<file path="config.mk">
export PLATFORM = sky130hd
export DESIGN_NAME = freq_meter
export DESIGN_NICKNAME = d
export VERILOG_FILES = /design/src/rtl/freq_meter_pkg.sv /design/src/rtl/edge_sync_detect.sv /design/src/rtl/freq_meter.sv
export SDC_FILE = /design/constraint.sdc
export NUM_CORES = 1
export LEC_CHECK = 0
export CORE_MARGIN = 3
export CORE_UTILIZATION = 40
export DETAILED_ROUTE_END_ITERATION = 10
export GPL_TIMING_DRIVEN = 0
export SETUP_SLACK_MARGIN = 0.15
export SYNTH_ARGS = -nofsm -noshare
export SYNTH_HDL_FRONTEND = slang
export SYNTH_HIERARCHICAL = 1
export SYNTH_SLANG_ARGS = --single-unit
</file>
<file path="constraint.sdc">
create_clock -name clk -period 3.6 [get_ports clk]
set_input_delay 0.72 -clock clk [delete_from_list [all_inputs] [get_ports clk]]
set_output_delay 0.72 -clock clk [all_outputs]
set_load 0.05 [all_outputs]
</file>
<file path="src/rtl/freq_meter_pkg.sv">
// Shared definitions for the frequency meter: default parameter values,
// FSM state encoding and the width of the optional period counter.
package freq_meter_pkg;

  // Default gate window: 1 s at a 50 MHz system clock.
  localparam int FM_GATE_CYCLES_DEF  = 50_000_000;
  localparam int FM_CNT_W_DEF        = 24;
  localparam int FM_SYNC_STAGES_DEF  = 2;

  // Width of the period-measurement counter and its result.
  localparam int PERIOD_W = 32;

  // Measurement FSM states (IDLE, GATE, LATCH).
  typedef logic [1:0] fm_state_t;
  localparam fm_state_t ST_IDLE  = 2'd0;
  localparam fm_state_t ST_GATE  = 2'd1;
  localparam fm_state_t ST_LATCH = 2'd2;

endpackage

</file>
<file path="src/rtl/edge_sync_detect.sv">
// Brings an asynchronous input into the clk domain through a SYNC_STAGES
// flop chain and emits a one-cycle pulse on each synchronized rising edge.
// SYNC_STAGES must be at least 2.
module edge_sync_detect #(
  parameter int SYNC_STAGES = 2
) (
  input  logic clk,
  input  logic reset,
  input  logic async_in,
  output logic edge_pulse
);

  logic [SYNC_STAGES-1:0] sync_q;
  logic                   prev_q;

  // Synchronizer chain plus one previous-sample flop for edge detection.
  always_ff @(posedge clk or negedge reset) begin
    if (!reset) begin
      sync_q <= '0;
      prev_q <= 1'b0;
    end else begin
      sync_q <= {sync_q[SYNC_STAGES-2:0], async_in};
      prev_q <= sync_q[SYNC_STAGES-1];
    end
  end

  // Rising edge: last stage high while the previous sample was low.
  assign edge_pulse = sync_q[SYNC_STAGES-1] & ~prev_q;

endmodule

</file>
<file path="src/rtl/freq_meter.sv">
// Frequency meter: counts synchronized rising edges of sig_in over a gate
// window of GATE_CYCLES clk cycles and publishes one result per window.
// FSM: IDLE -> GATE (GATE_CYCLES cycles) -> LATCH (one cycle, result out).
// Dropping en during GATE aborts the window without touching the result.
// Optional feature macro: FREQ_METER_PERIOD_MEAS_EN adds a free-running
// edge-to-edge period measurement; without it the period outputs are 0.
module freq_meter
  import freq_meter_pkg::*;
#(
  parameter int GATE_CYCLES = FM_GATE_CYCLES_DEF,
  parameter int CNT_W       = FM_CNT_W_DEF,
  parameter int SYNC_STAGES = FM_SYNC_STAGES_DEF
) (
  input  logic                clk,
  input  logic                reset,
  input  logic                en,
  input  logic                sig_in,
  output logic [CNT_W-1:0]    freq_count,
  output logic                valid,
  output logic                overflow,
  output logic                busy,
  output logic [PERIOD_W-1:0] period_cycles,
  output logic                period_valid
);

  // GATE_CYCLES >= 4 keeps this at least 2 bits; the last index always fits.
  localparam int                GATE_W    = $clog2(GATE_CYCLES);
  localparam logic [GATE_W-1:0] GATE_LAST = GATE_W'(GATE_CYCLES - 1);

  logic sig_edge;

  edge_sync_detect #(
    .SYNC_STAGES(SYNC_STAGES)
  ) u_edge_sync_detect (
    .clk       (clk),
    .reset     (reset),
    .async_in  (sig_in),
    .edge_pulse(sig_edge)
  );

  fm_state_t         state_q, state_d;
  logic [GATE_W-1:0] gate_cnt_q, gate_cnt_d;
  logic [CNT_W-1:0]  edge_cnt_q, edge_cnt_d;
  logic              ovf_q, ovf_d;
  logic [CNT_W-1:0]  freq_q, freq_d;
  logic              overflow_q, overflow_d;
  logic              valid_q, valid_d;
  logic              edge_sat;

  assign edge_sat = (edge_cnt_q == {CNT_W{1'b1}});

  // Next-state logic: window timing, saturating edge count, result capture.
  always_comb begin
    state_d    = state_q;
    gate_cnt_d = gate_cnt_q;
    edge_cnt_d = edge_cnt_q;
    ovf_d      = ovf_q;
    freq_d     = freq_q;
    overflow_d = overflow_q;
    valid_d    = 1'b0;
    case (state_q)
      ST_IDLE: begin
        gate_cnt_d = '0;
        edge_cnt_d = '0;
        ovf_d      = 1'b0;
        if (en) state_d = ST_GATE;
      end
      ST_GATE: begin
        if (!en) begin
          // Abort: previous result and overflow stay as they are.
          state_d = ST_IDLE;
        end else begin
          if (sig_edge) begin
            if (edge_sat) ovf_d = 1'b1;
            else          edge_cnt_d = edge_cnt_q + 1'b1;
          end
          if (gate_cnt_q == GATE_LAST) begin
            // Result is registered on entry to LATCH so it appears together
            // with valid; the edge of this final cycle is already included.
            state_d    = ST_LATCH;
            freq_d     = edge_cnt_d;
            overflow_d = ovf_d;
            valid_d    = 1'b1;
          end else begin
            gate_cnt_d = gate_cnt_q + 1'b1;
          end
        end
      end
      ST_LATCH: begin
        // Dead cycle: an edge seen here is not counted anywhere.
        gate_cnt_d = '0;
        edge_cnt_d = '0;
        ovf_d      = 1'b0;
        state_d    = en ? ST_GATE : ST_IDLE;
      end
      default: begin
        state_d = ST_IDLE;
      end
    endcase
  end

  // Measurement state and result registers.
  always_ff @(posedge clk or negedge reset) begin
    if (!reset) begin
      state_q    <= ST_IDLE;
      gate_cnt_q <= '0;
      edge_cnt_q <= '0;
      ovf_q      <= 1'b0;
      freq_q     <= '0;
      overflow_q <= 1'b0;
      valid_q    <= 1'b0;
    end else begin
      state_q    <= state_d;
      gate_cnt_q <= gate_cnt_d;
      edge_cnt_q <= edge_cnt_d;
      ovf_q      <= ovf_d;
      freq_q     <= freq_d;
      overflow_q <= overflow_d;
      valid_q    <= valid_d;
    end
  end

  assign freq_count = freq_q;
  assign overflow   = overflow_q;
  assign valid      = valid_q;
  assign busy       = (state_q == ST_GATE);

`ifdef FREQ_METER_PERIOD_MEAS_EN
  logic [PERIOD_W-1:0] per_cnt_q, per_cnt_d;
  logic [PERIOD_W-1:0] per_out_q, per_out_d;
  logic                seen_q, seen_d;
  logic                pv_q, pv_d;

  // Cycles since the last edge (saturating); publish it on every edge
  // except the first one after reset, which has no reference edge.
  always_comb begin
    per_cnt_d = (per_cnt_q != {PERIOD_W{1'b1}}) ? per_cnt_q + 1'b1 : per_cnt_q;
    per_out_d = per_out_q;
    seen_d    = seen_q;
    pv_d      = 1'b0;
    if (sig_edge) begin
      per_cnt_d = PERIOD_W'(1);
      seen_d    = 1'b1;
      if (seen_q) begin
        per_out_d = per_cnt_q;
        pv_d      = 1'b1;
      end
    end
  end

  // Period measurement registers, independent of en and the FSM.
  always_ff @(posedge clk or negedge reset) begin
    if (!reset) begin
      per_cnt_q <= '0;
      per_out_q <= '0;
      seen_q    <= 1'b0;
      pv_q      <= 1'b0;
    end else begin
      per_cnt_q <= per_cnt_d;
      per_out_q <= per_out_d;
      seen_q    <= seen_d;
      pv_q      <= pv_d;
    end
  end

  assign period_cycles = per_out_q;
  assign period_valid  = pv_q;
`else
  assign period_cycles = '0;
  assign period_valid  = 1'b0;
`endif

endmodule

</file>
# Yosys cells after proc, flatten, opt, wreduce, memory -nomap -nowiden
# Index checks and enable logic that the tools add are counted.
# totals
n_memories	0
latchBits	0
word_cells	47
register_bits	82
mem_bits_ro	0
ram_bits	0
in_bits	4
out_inout_bits	60
# classes
n_addsub	2
n_lt_le_gt_ge	0
shift	0
eq_ne	8
n_bitwise	2
n_reduce_logical	7
mux	19
multipliers	0
div	0
# ops
op	count
2-to-1 mux 24 bit	3
2-to-1 mux 26 bit	2
case mux 26 bit (2 select lines)	1
case mux 24 bit (2 select lines)	1
adder 26 x 1 -> 26 bit, second input constant	1
== test 26 bit, second input constant	1
adder 24 x 1 -> 24 bit, second input constant	1
== test 24 bit, second input constant	1
2-to-1 mux 1 bit	7
2-to-1 mux 2 bit	3
!= test 2 bit, second input constant	3
case mux 2 bit (3 select lines)	1
AND reduction 3 bit	2
AND reduction 2 bit	2
!= test 3 x 2 -> 1 bit, second input constant	1
== test 2 x 1 -> 1 bit, second input constant	1
== test 2 bit, second input constant	1
logical NOT 2 bit	1
case mux 1 bit (2 select lines)	1
nonzero test 2 bit	1
OR reduction 2 bit	1
AND 1 bit	1
NOT 1 bit	1

# Logic depth before layout (Yosys ltp)
# Gate-level depths: netlist of the first run.
# logic_depth
ltp_word	5
mapped_depth	9
ltp_nobuf	6

# Hierarchy
# The synthesis of the first run kept the hierarchy.
# by_module_without_submodules
mod	area_per_inst_um2	cells_each	seq_area_each_um2	instances
freq_meter	4539.4	507	1976.9	1
edge_sync_detect	88.8	4	75.1	1

# Worst setup path before layout of the first run
# OpenSTA, ideal clock, no wires.
# synth_timing
kind	input port to flip-flop
from	in en
to	reg gate_cnt_q[25]
t_arrival_ns	2.315
t_required_ns	3.522
setup_slack_ns	1.207
cell_stages	5
setup_time_ns	0.078
path_buffers	0
path_cell_list	nand2b_1 -> a2111o_1 -> or4_4 -> or3_1 -> a21oi_1
# synth_between
elab_chain_len	2
# synth_lines
item	line_no	source
from (decl)	freq_meter.sv:16	input logic en,
!= test 2 bit (no line)	-	
AND reduction 3 bit (no line)	-	
to (signal assigned)	freq_meter.sv:114	gate_cnt_q <= gate_cnt_d;
to (decl)	freq_meter.sv:42	logic [GATE_W-1:0] gate_cnt_q, gate_cnt_d;
# No other way between the ends.
# A chain may end at the register's enable or synchronous reset.

# Final worst setup path of the first run
# layout_timing
from	reg state_q[0]
to	out busy
# layout_between
elab_chain_len	1
# layout_lines
item	line_no	source
from (decl)	freq_meter.sv:41	fm_state_t state_q, state_d;
from (signal assigned)	freq_meter.sv:113	state_q <= state_d;
== test 2 x 1 -> 1 bit	freq_meter.sv:126	assign busy = (state_q == ST_GATE);
to (decl)	freq_meter.sv:21	output logic busy,
# No other way between the ends.

==> results.md, run 1 <==
* Total count of hold-check failures in the final report at 0
* Cell Area, Synth at 4630 sq um
* Worst-path cell with the longest stage delay: sky130_fd_sc_hd__dlymetal6s2s_1
* Final critical-path share of the clock period at 84.5%
* CTS sink count at 82
* Ys Warns at 6
* CP Data Arrival Time at 2.32 ns
* CTS max path bufs at 2
* Switching power of the nets at 0.512 mW
* Final setup violation count at 0
* Slew headroom at 49.9%
* Worst-case register-to-register setup slack at 0.95 ns
* Pin slew with the least headroom to its limit at 0.732 ns
* RSZ-0062 raised after global routing: no
* Per-instance average area after synthesis at 9.06 sq um
* Cell internal pwr at 1.68 mW
* Final setup skew at 0.00430 ns
* Max Fanout on Critical Path at 10
* Number of global-route vias before repair at 3673
* Sequential cell area fraction in the yosys report at 44.3%
* Fraction of final layout cells sized beyond drive strength 1 at 9.66%
* Starting density of the core at 41.8%
* Number of CTS-inserted buffers at 9
* Crit-path cells: clkbuf_1 > clkinv_1 > clkbuf_1 > nor2_1 > dlymetal6s2s_1
* Count of final max-slew check failures at 0
* Clock root buffer: sky130_fd_sc_hd__clkbuf_16
* Count of unresolved DRC violations after routing at 0
* Antenna violations before repair at 0
* TritonCTS clock tree: done
* Total power density per cell area at 392 nW/um^2
* Maxcap violations at 0
* Met3 Usage GRT at 4.46%
* Antenna-violating nets left at 0
* Cells after Synth at 511
* Global-route usage over all layers at 17.9%
* Leakage Power at 2.26 nW
* Filler cells at 1049
* Critical path capture point type: output pin
* Top library cells by usage in the layout, fill and taps aside: sky130_fd_sc_hd__dfrtp_1 (82), sky130_fd_sc_hd__nand2_1 (50), sky130_fd_sc_hd__o21ai_0 (37), sky130_fd_sc_hd__buf_4 (34), sky130_fd_sc_hd__conb_1 (33)
* Per-cell via count in the routed design at 5.34
* Antenna diodes at 0
* Clock-pin slew on the worst setup and hold paths at 0.06 ns
* Worst path required time at 2.88 ns
* Number of buffer cells added on primary ports at 30
* Maximum cell stage delay along the critical path at 0.43 ns
* Max Clock Freq at 329 MHz
* HPWL after detailed placement at 8.22 mm
* Number of hold buffers added after CTS at 0
* Number of flops mapped to enable cells by yosys at 0
* Total power at 2.20 mW
* Final Critical Period at 3.04 ns
* Synthesis-stage register bit count at 82
* Die Height at 114 um
* Pin count of the biggest net entering global routing at 52
* Number of nets in the finished design at 591
* Most common cell after layout, fill and taps aside: sky130_fd_sc_hd__dfrtp_1
* Peak supply drop at 0.316 mV
* Wire length per cell after detailed routing at 15.5 um
* Highest-utilization routing layer at the global route stage: met2
* Std cell rows at 38
* Clk Latency, worst-skew pair at 0.34 ns
* Share of synthesized registers carrying an async set or reset at 100%
* Number of H-tree levels at 3
* Non-filler cells, final at 730
* Area taken by multi-input logic gates at 2280 sq um
* Number of DRC violations after detailed-routing iteration 0 at 214
* Gate power share at 8.2%
* Share of power burned in the clock network at 49.4%
* Post-synth cell types at 50
* Number of placed cells counting well taps at 714
* Number of I/O pins at 64
* Final weighted congestion of routability-driven global placement at 0.865
* Global routing usage on met2 at 30.3%
* Pre-Repair DR Iteration Count at 5
* Gr ovfl total at 0
* Number of vias in the routed layout at 3895
* Setup TNS at 0 ns
* Main flop type after synthesis: sky130_fd_sc_hd__dfrtp_1
* Total die area at 12900 sq um
* Type of the worst setup path: reg2out
* Status: complete, no violations
* Area of the core at 11100 sq um
* Sequential share of power at 42.4%
* Area taken by flip-flops and latches at 2050 sq um
* Number of cells traversed by the worst register-to-register path at 7
* Net Sw Frac at 23.3%
* Type of element launching the critical path: register
* CP dominant cell by count: sky130_fd_sc_hd__clkbuf_1
* Chip width at 114 um
* Area growth, synth to finish at 21.1%
* Hold/Removal Path Class: in2async
* Overall routed net length at 11.3 mm
* First-pass GRT wire length at 18.6 mm
* Met1 Track Usage GR at 23.6%
-- critical path: cells and delay by family, from the launching register on --
kind / cells / cell delay, ns
buffers and inverters: 4 / 1.50
AND/OR/NAND/NOR: 1 / 0.16
flip-flops: 1 / 0.32
-- cells in the mapped netlist (all sizes together) (2+ instances only) --
cell / instances / area share (%)
and4: 11 / 2.1
ha: 2 / 0.54
a2111oi: 4 / 0.76
inv: 9 / 0.73
and2: 5 / 0.68
o31ai: 10 / 1.6
and3: 5 / 0.68
nor4: 9 / 1.2
nand4: 19 / 2.6
or3: 14 / 1.9
clkbuf: 30 / 2.4
nand2b: 3 / 0.41
xnor2: 27 / 5.1
dfrtp: 82 / 44
nor2: 30 / 2.4
o2111ai: 2 / 0.38
nor2b: 2 / 0.43
buf: 36 / 5.7
nand2: 50 / 4.1
a21o: 3 / 0.49
a21oi: 29 / 3.1
mux2i: 5 / 1.1
nor3: 8 / 0.87
xor2: 11 / 2.1
o21a: 7 / 1.1
a211oi: 9 / 1.5
nand3: 20 / 2.3
or4: 13 / 2.2
o211ai: 3 / 0.49
o21ai: 38 / 4.1
-- routing by layer --
layer	vias up	wire (um)
met2	105	5510
met1	1859	5130
met4	0	132
met3	14	536
met5	-	0
li1	1917	-
-- layout make-up --
class | count | share of cell area, %
plain buffers | 66 | 6.70
clock buffers | 12 | 4.58
clock inverters | 4 | 1.74
inverters | 10 | 0.670
multi-input cells | 385 | 40.7
flip-flops and latches | 82 | 36.6
well taps | 140 | 3.12
repair buffers | 31 | 5.85
-- kinds of logic after synthesis --
| logic type | after synthesis | synth area share, % |
|---|---|---|
| AOI/OAI and AO/OA | 114 | 15.3 |
| xor gates and xnor gates | 38 | 7.19 |
| adders and majority gates | 2 | 0.541 |
| buffers and inverters | 76 | 8.92 |
| DFF | 82 | 44.3 |
| muxes | 6 | 1.32 |
| other | 1 | 0.0810 |
| and+or+nand+nor | 192 | 22.3 |
-- repair_timing --
| action | in CTS | in global routing |
|---|---|---|
| setup buffers | 0 | 0 |
| endpoints found under the setup margin | 0 | 1 |
| resized for setup | 0 | 1 |
-- power groups by stage --
stage	Combinational [mW]	Sequential (mW)	Clock (mW)
final	0.181	0.931	1.09
after global routing	0.195	0.931	1.14
after CTS	0.181	0.931	1.11
after detailed placement	0.181	0.948	0
after global placement	0.176	0.948	0
after floorplan	0.137	0.947	0
-- state kept, by name, summed over array words and instances, names as in the netlist --
| name | cells |
|---|---|
| edge_cnt_q | 24 |
| freq_count | 24 |
| gate_cnt_q | 26 |
| overflow | 1 |
| ovf_q | 1 |
| state_q | 2 |
| u_edge_sync_detect/prev_q | 1 |
| u_edge_sync_detect/sync_q | 2 |
| valid | 1 |
-- metrics by stage --
stage          hold WS, ns  area, sq um  util (%)  worst slack, ns
2_1_floorplan        0.331         4750         -             1.21
3_3_place_gp         0.340         5220      47.2            -1.13
3_5_place_dp         0.343         5250      47.4            0.332
4_1_cts              0.331         5600      50.6            0.169
5_1_grt              0.341         5610      50.6            0.364
6_report             0.310         5610      50.6            0.557
-- final timing paths --
| path | from | end |
|---|---|---|
| max | state_q[0] | busy |
| min in group clk | u_edge_sync_detect/sync_q[0] | u_edge_sync_detect/sync_q[1] |
| min reg2reg | u_edge_sync_detect/sync_q[0] | u_edge_sync_detect/sync_q[1] |
| max in group asynchronous | reset | ovf_q |
| min | reset | freq_count[6] |
| max reg2reg | gate_cnt_q[0] | freq_count[11] |
No activity file was read; power rests on OpenSTA's default activity.
==> run 2, diff against run 1 <==
==> constraint.sdc (replaced) <==
create_clock -name clk -period 3.1 [get_ports clk]
set_input_delay 0.62 -clock clk [delete_from_list [all_inputs] [get_ports clk]]
set_output_delay 0.62 -clock clk [all_outputs]
set_load 0.05 [all_outputs]
==> run 2 against run 1 <==
  * Global-route usage unchanged
  * Power grew 16%
  * Cell count is the same
  * Register-to-register slack got worse by 0.50 ns
  * Via count rose by 0.13%
  * Critical path depth is 1 higher
  * Non-clock buffer count is the same
  * First-iteration DRC count increased by 4.2%
==> results.md, run 2 (same netlist as run 1, synthesis figures left out) <==
* Final setup skew at 0.00486 ns (was 0.00430 ns)
* Total power at 2.55 mW (was 2.20 mW)
* Number of H-tree levels at 3 (unchanged)
* Number of nets in the finished design at 591 (unchanged)
* Share of power burned in the clock network at 49.4% (about the same)
* Status: complete, no violations (unchanged)
* Clk Latency, worst-skew pair at 0.34 ns (about the same)
* Most common cell after layout, fill and taps aside: sky130_fd_sc_hd__dfrtp_1 (unchanged)
* Slew headroom at 52.1% (was 49.9%)
* Peak supply drop at 0.366 mV (was 0.316 mV)
* Overall routed net length at 11.3 mm (about the same)
* Filler cells at 1045 (was 1049)
* Number of buffer cells added on primary ports at 30 (unchanged)
* Antenna violations before repair at 0 (unchanged)
* Pre-Repair DR Iteration Count at 4 (was 5)
* Type of the worst setup path: in2reg (was reg2out)
* Top library cells by usage in the layout, fill and taps aside: sky130_fd_sc_hd__dfrtp_1 (82), sky130_fd_sc_hd__nand2_1 (50), sky130_fd_sc_hd__o21ai_0 (37), sky130_fd_sc_hd__buf_4 (34), sky130_fd_sc_hd__conb_1 (33) (unchanged)
* Chip width at 114 um (unchanged)
* HPWL after detailed placement at 8.22 mm (unchanged)
* Number of hold buffers added after CTS at 0 (unchanged)
* Sequential share of power at 42.3% (was 42.4%)
* Number of CTS-inserted buffers at 9 (unchanged)
* Final weighted congestion of routability-driven global placement at 0.865 (unchanged)
* Max reg flops at 26 (unchanged)
* Count of final max-slew check failures at 0 (unchanged)
* Net Sw Frac at 23.4% (was 23.3%)
* Total power density per cell area at 455 nW/um^2 (was 392 nW/um^2)
* Critical path capture point type: register (was output pin)
* Clock-pin slew on the worst setup and hold paths at 0.06 ns (about the same)
* Count of unresolved DRC violations after routing at 0 (unchanged)
* Number of DRC violations after detailed-routing iteration 0 at 223 (was 214)
* CTS max path bufs at 2 (unchanged)
* Worst path required time at 3.36 ns (was 2.88 ns)
* Gate power share at 8.3% (was 8.2%)
* Area taken by flip-flops and latches at 2050 sq um (unchanged)
* CTS sink count at 82 (unchanged)
* CP Data Arrival Time at 2.94 ns (was 2.32 ns)
* Per-cell via count in the routed design at 5.34 (about the same)
* Min setup slack post-route at 0.423 ns (was 0.557 ns)
* Cell internal pwr at 1.96 mW (was 1.68 mW)
* Max Fanout on Critical Path at 8 (was 10)
* RSZ-0062 raised after global routing: no (unchanged)
* Post-Route Utilization at 50.6% (about the same)
* Hold/Removal Path Class: in2async (unchanged)
* Number of global-route vias before repair at 3673 (unchanged)
* Area of the core at 11100 sq um (unchanged)
* Total count of hold-check failures in the final report at 0 (unchanged)
* Number of buffers inserted by post-CTS setup repair at 0 (unchanged)
* Antenna diodes at 0 (unchanged)
* Final setup violation count at 0 (unchanged)
* Pin count of the biggest net entering global routing at 52 (unchanged)
* Fraction of final layout cells sized beyond drive strength 1 at 10.3% (was 9.66%)
* Maxcap violations at 0 (unchanged)
* Number of vias in the routed layout at 3900 (was 3895)
* Max Clock Freq at 374 MHz
* Final Critical Period at 2.68 ns
* Worst setup timing slack at the placement stage at -0.0675 ns (was 0.332 ns)
* Switching power of the nets at 0.597 mW (was 0.512 mW)
* Most flop-heavy register: gate_cnt_q (unchanged)
* TritonCTS clock tree: done (unchanged)
* Pin slew with the least headroom to its limit at 0.700 ns (was 0.732 ns)
* Number of I/O pins at 64 (unchanged)
* Die Height at 114 um (unchanged)
* Total die area at 12900 sq um (unchanged)
* Area taken by multi-input logic gates at 2280 sq um (unchanged)
* Final critical-path share of the clock period at 86.4%
* Hold_ws at 0.211 ns (was 0.310 ns)
* Starting density of the core at 41.8% (unchanged)
* Gr ovfl total at 0 (unchanged)
* Wire length per cell after detailed routing at 15.5 um (about the same)
* Global-route usage over all layers at 17.9% (unchanged)
* Type of element launching the critical path: input port (was register)
* Leakage Power at 2.25 nW (was 2.26 nW)
* Clock root buffer: sky130_fd_sc_hd__clkbuf_16 (unchanged)
* Std cell rows at 38 (unchanged)
* Area growth, synth to finish at 21.2% (was 21.1%)
* First-pass GRT wire length at 18.6 mm (unchanged)
* Antenna-violating nets left at 0 (unchanged)
[run 2: changes by cell type in the layout (fill, tap and decap cells not counted)]
cell | previous run | this run
sky130_fd_sc_hd__clkbuf_2 | 0 | 2
sky130_fd_sc_hd__clkinv_1 | 1 | 0
sky130_fd_sc_hd__clkbuf_1 | 31 | 29
sky130_fd_sc_hd__dlymetal6s2s_1 | 1 | 0
sky130_fd_sc_hd__clkdlybuf4s15_2 | 0 | 1
sky130_fd_sc_hd__clkinvlp_4 | 1 | 2
[run 2: final cells by class]
type / count / area share [%]
flip-flops and latches: 82 / 36.6
plain buffers: 66 / 6.74
clock inverters: 4 / 1.74
repair buffers: 31 / 5.82
inverters: 10 / 0.736
multi-input cells: 385 / 40.7
well taps: 140 / 3.12
clock buffers: 12 / 4.57
[run 2: power groups by stage]
stage	logic, mW	registers [mW]	clock network (mW)
detailed placement	0.210	1.10	0
global route	0.227	1.08	1.33
floorplan	0.159	1.10	0
global placement	0.205	1.10	0
finish	0.211	1.08	1.26
CTS	0.210	1.08	1.28
[run 2: path summary, 6_finish.rpt]
kind	from	endpoint	slack, ns	depth (start not counted)
worst max-delay path	en	gate_cnt_q[25]	0.42	6
worst min-delay path	reset	freq_count[6]	0.21	1
worst max register to register	gate_cnt_q[0]	freq_count[11]	0.45	7
worst min register to register	u_edge_sync_detect/sync_q[0]	u_edge_sync_detect/sync_q[1]	0.35	0
max in group asynchronous	reset	ovf_q	2.30	2
min in group clk	u_edge_sync_detect/sync_q[0]	u_edge_sync_detect/sync_q[1]	0.35	0
[run 2: worst max-delay path: stages]
cell and delay (ns):
sky130_fd_sc_hd__clkdlybuf4s50_1 0.52, sky130_fd_sc_hd__nand2b_1 0.14, sky130_fd_sc_hd__a2111o_1 0.56, sky130_fd_sc_hd__or4_4 0.59
sky130_fd_sc_hd__or3_1 0.36, sky130_fd_sc_hd__a21oi_1 0.15
[run 2: per-layer routing]
layer	track usage [%]	share of wire, %
met5	0	0
met3	4.46	4.9
met1	23.6	45
met2	30.3	49
met4	3.29	1.1
[run 2: what timing repair did]
action,4_1_cts,5_1_grt
pin swaps,0,0
resized for setup,3,5
endpoints found under the setup margin,1,2
[run 2: stage by stage]
step / instances / setup TNS [ns] / cell area, sq um
after global routing: 730 / 0 / 5610
after floorplan: 543 / 0 / 4750
after detailed placement: 714 / -0.132 / 5250
final: 730 / 0 / 5610
after CTS: 730 / 0 / 5600
after global placement: 713 / -125.19 / 5220
